--- config.mk ---
export PLATFORM = sky130hd
export DESIGN_NAME = reg_file_32x32
export DESIGN_NICKNAME = d
export VERILOG_FILES = /design/src/rtl/cpu_defs_pkg.sv /design/src/rtl/reg_file_rd_port.sv /design/src/rtl/reg_file_32x32.sv
export SDC_FILE = /design/constraint.sdc
export NUM_CORES = 2
export LEC_CHECK = 0
export ABC_AREA = 1
export CORE_MARGIN = 2
export CORE_UTILIZATION = 50
export CTS_BUF_LIST = sky130_fd_sc_hd__clkbuf_4 sky130_fd_sc_hd__clkbuf_8
export DETAILED_ROUTE_END_ITERATION = 8
export PLACE_DENSITY = 0.65
export SYNTH_ARGS = -nofsm -noshare
export SYNTH_HDL_FRONTEND = slang
export SYNTH_SLANG_ARGS = --single-unit
--- constraint.sdc ---
create_clock -name clk -period 5.4 [get_ports clk]
set_input_delay 1.62 -clock clk [delete_from_list [all_inputs] [get_ports clk]]
set_output_delay 1.62 -clock clk [all_outputs]
set_load 0.005 [all_outputs]
--- src/rtl/cpu_defs_pkg.sv ---
// Shared CPU definitions: datapath widths and named architectural registers.
package cpu_defs_pkg;

   localparam int unsigned DATA_W  = 32;
   localparam int unsigned ADDR_W  = 5;
   localparam int unsigned REG_NUM = 2 ** ADDR_W;

   localparam logic [ADDR_W-1:0] REG_ZERO = 5'd0;
   localparam logic [ADDR_W-1:0] REG_SP   = 5'd29;
   localparam logic [ADDR_W-1:0] REG_RA   = 5'd31;

endpackage

--- src/rtl/reg_file_rd_port.sv ---
// One asynchronous read port of the register file: array mux, $0 forced to zero,
// and optional same-cycle write-through (macro REG_FILE_BYPASS_EN).
module reg_file_rd_port
   import cpu_defs_pkg::*;
(
   input  logic [DATA_W-1:0] regs_i [REG_NUM],
   input  logic [ADDR_W-1:0] rd_addr_i,
   input  logic              wr_en_i,
   input  logic [ADDR_W-1:0] wr_addr_i,
   input  logic [DATA_W-1:0] wr_data_i,
   output logic [DATA_W-1:0] rd_data_o
);

`ifndef REG_FILE_BYPASS_EN
   // Write port only matters when write-through is built in.
   logic unused_wr;
   assign unused_wr = ^{wr_en_i, wr_addr_i, wr_data_i};
`endif

   // Select stored value, optionally overridden by in-flight write, $0 always wins.
   always_comb begin
      rd_data_o = regs_i[rd_addr_i];
`ifdef REG_FILE_BYPASS_EN
      if (wr_en_i && (wr_addr_i == rd_addr_i)) begin
         rd_data_o = wr_data_i;
      end
`endif
      if (rd_addr_i == REG_ZERO) begin
         rd_data_o = '0;
      end
   end

endmodule

--- src/rtl/reg_file_32x32.sv ---
// MIPS general-purpose register file: 32 x 32-bit, two async read ports, one sync write port.
// Optional write-through bypass on the read ports: define REG_FILE_BYPASS_EN.
module reg_file_32x32
   import cpu_defs_pkg::*;
(
   input  logic              clk,
   input  logic              rst_n,
   input  logic              RegWrite,
   input  logic [ADDR_W-1:0] W_Addr,
   input  logic [DATA_W-1:0] W_Data,
   input  logic [ADDR_W-1:0] R_Addr_A,
   input  logic [ADDR_W-1:0] R_Addr_B,
   output logic [DATA_W-1:0] R_Data_A,
   output logic [DATA_W-1:0] R_Data_B
);

   logic [DATA_W-1:0] regs_q [REG_NUM];
   logic [DATA_W-1:0] regs_d [REG_NUM];
   logic              wr_en;

   // Writes to $0 are dropped here so regs_q[0] never leaves zero.
   assign wr_en = RegWrite && (W_Addr != REG_ZERO);

   // Next-state of the array: only the addressed register changes.
   always_comb begin
      regs_d = regs_q;
      if (wr_en) begin
         regs_d[W_Addr] = W_Data;
      end
   end

   // Storage with asynchronous clear of every register.
   always_ff @(posedge clk or negedge rst_n) begin
      if (!rst_n) begin
         regs_q <= '{default: '0};
      end else begin
         regs_q <= regs_d;
      end
   end

   reg_file_rd_port u_rd_port_a (
      .regs_i    (regs_q),
      .rd_addr_i (R_Addr_A),
      .wr_en_i   (wr_en),
      .wr_addr_i (W_Addr),
      .wr_data_i (W_Data),
      .rd_data_o (R_Data_A)
   );

   reg_file_rd_port u_rd_port_b (
      .regs_i    (regs_q),
      .rd_addr_i (R_Addr_B),
      .wr_en_i   (wr_en),
      .wr_addr_i (W_Addr),
      .wr_data_i (W_Data),
      .rd_data_o (R_Data_B)
   );

endmodule

==> metrics.txt <==
maxcap violations 0; Mean Syn Cell Area 6.84 µm²; via count 57900; Final Hold Vio Count 0; crit path max fanout 71; max-slew violations 0; Pwr Density 367 nW/µm²; I/O pins 114; number of global-route vias before repair 54100; Max Root-Sink Buffers 3; crit path DAT 3.73 ns; Top cell by count, worst path nand2_1; PortBufs 113; ys flop type dfrtp_1; Power Total 23.7 mW; H-tree depth 4; Filler cells 10800; Hold EP regs_q[1012]; post-synth top area share 45.0%; worst path cell trace buf_8, buf_16, buf_6, nand2_1, nand3_1, nand3_1, nand2_1, nand2_1, nand3_1, nand2_1, nor2_1, clkdlybuf4s50_1; initial antenna violation count 5; hold_sp regs_q[1012]; Synth area leader dfrtp_1; root buffer cell clkbuf_8; Worst-Skew Late Latency 0.88 ns; top post-synthesis cells by count nand2_1 (2899), nand3_1 (1377), dfrtp_1 (1024); worst endpoint required time 3.78 ns; GP Congestion 0.887; Slowest cell on crit path clkdlybuf4s50_1; synthesized area 56900 µm²; fmax 0.187 GHz; TritonRoute pass-1 iters 8; CP Launch Type input pin; Crit path largest cell delay 0.56 ns; Reg2Reg Setup Slack 4.64 ns; largest net degree at the start of global routing 97; post-synthesis register bit count 1024; Multi-input gate area 27900 µm²; routed len/inst 22.4 µm; DIE AREA 117000 µm²; Worst setup EP type primary output; DP Cell Count 9430; ANT nets after route 0; post-layout util 57.4%; Reg-to-Reg Start regs_q[161]; delay-heaviest family, CP buffers and inverters; global route overflow 0; Peak VDD IR 0.221 mV; chip height 341 µm; Initial Util 50.5%; Die W 341 µm; Vias/cell 5.94; max reg flops 1024; TritonCTS buffer count 179; r2r endpoint regs_q[161]; Yosys cell types 25; Area Growth Syn to Fin 13.6%; period utilization 99.1%; Clock Pin Slew Worst Setup and Hold Paths 0.05 ns; Setup crit start R_Addr_A[0]; synthesized instance count 8317; number of synthesized flops with an enable pin 0; hold slack 0.404 ns; Period minus WS final 5.35 ns; RSZ-0062 raised after global routing yes; Seq/Total Area, Yosys 45.0%; most frequent cell after synthesis nand2_1; number of remaining DRC errors 0; DR iter-0 viols 7990; hold_buf cts 0; fraction of registers with async set/reset 100%; Clock Skew 0 ns; Worst-Margin Slew 1.19 ns; first-pass GRT wire length 333000 µm; most flop-heavy register regs_q; Sink Count 1024; TNS Setup 0 ns; Hold WC Path Type flip-flop to flip-flop; Worst slew margin 20.4%; Buf/Inv on CP 4; Seq. cell area 25600 µm²; hold-critical path depth 0; Core Area 113000 µm²; row cnt 123; count of non-filler cells in the finished layout 9755; Post-Route WL 218000 µm; Synth Net Count 8367; top flop regs regs_q (1024); fin nets 8163; status complete, no violations; Register-to-Register Path Depth 2; DP HPWL 126000 µm; Setup CP Type input pin to primary output; Global Route Usage Sum 37.1%; Setup violations, final 0; largest cells by area after synthesis dfrtp_1 (45%), nand2_1 (19%), nand3_1 (12%); CTS tree done; Syn. warnings 0; leakage 30.6 nW; fraction of layout cells with a size suffix above 1 8.01%
==> worst max path at each step <==
| stage | endpoint | cells after the start |
|---|---|---|
| after global routing | R_Data_B[15] | 13 |
| final | R_Data_A[30] | 12 |
| after CTS | R_Data_A[30] | 12 |
| after detailed placement | R_Data_A[21] | 12 |
| after global placement | R_Data_A[30] | 12 |
| after floorplan | R_Data_B[28] | 13 |
==> where the power goes <==
group	internal, mW	total [mW]	switching, mW
Combinational	2.06	5.10	3.04
Sequential	9.33	10.7	1.32
Clock	4.56	7.97	3.42
==> metal layers <==
layer  global-route usage, %  up-vias  wire (µm)
li1                        -    26600          -
met1                    51.4    27300      89000
met2                    56.7     3357      95100
met3                    6.98      643      23800
met4                    16.7        6      10400
met5                       0        -         41
==> stage by stage <==
step | setup WS (ns) | cell area [µm²]
CTS | 0.0201 | 64500
detailed placement | 0.00123 | 60500
global placement | 0.00290 | 60500
finish | 0.0464 | 64700
floorplan | 0.841 | 56900
global route | -0.0250 | 64700
==> layout by cell type, fill, tap and decap left out, drive strengths merged <==
cell and count:
nor2 890, clkinv 17, bufinv 5, nand4 2, dfrtp 1024, a21oi 724, o21ai 505, inv 114
nor3 6, diode 1, nand3 1380, clkdlybuf4s50 100, o211ai 11, nand2 2905, clkbuf 294, dlymetal6s2s 2
nor4 2, buf 269, clkinvlp 4
==> cell families (layout without fill, tap and decap cells) <==
| logic type | count (synthesis) | count (layout) | share of synthesized area [%] |
|---|---|---|---|
| AOI/OAI and AO/OA | 1240 | 1240 | 10.9 |
| and+or+nand+nor | 5185 | 5185 | 37.8 |
| buffers and inverters | 868 | 805 | 6.27 |
| other | 0 | 1 | 0 |
| DFF | 1024 | 1024 | 45.0 |
==> what timing repair did <==
| action | 4_1_cts | 5_1_grt |
|---|---|---|
| setup endpoints to repair | 2 | 20 |
| setup buffers | 0 | 0 |
| endpoints found under the hold margin | 0 | 0 |
| gates cloned | 0 | 2 |
| resized for setup | 2 | 22 |
==> final cells by class <==
type / count / share of cell area, %
clock inverters: 30 / 0.474
clock buffers: 292 / 5.72
diodes: 1 / 0.00387
flip-flops and latches: 1024 / 39.6
inverters: 110 / 0.712
multi-input cells: 6425 / 43.2
well taps: 1500 / 2.90
repair buffers: 373 / 7.40
Power figures use the tool's default switching activity.
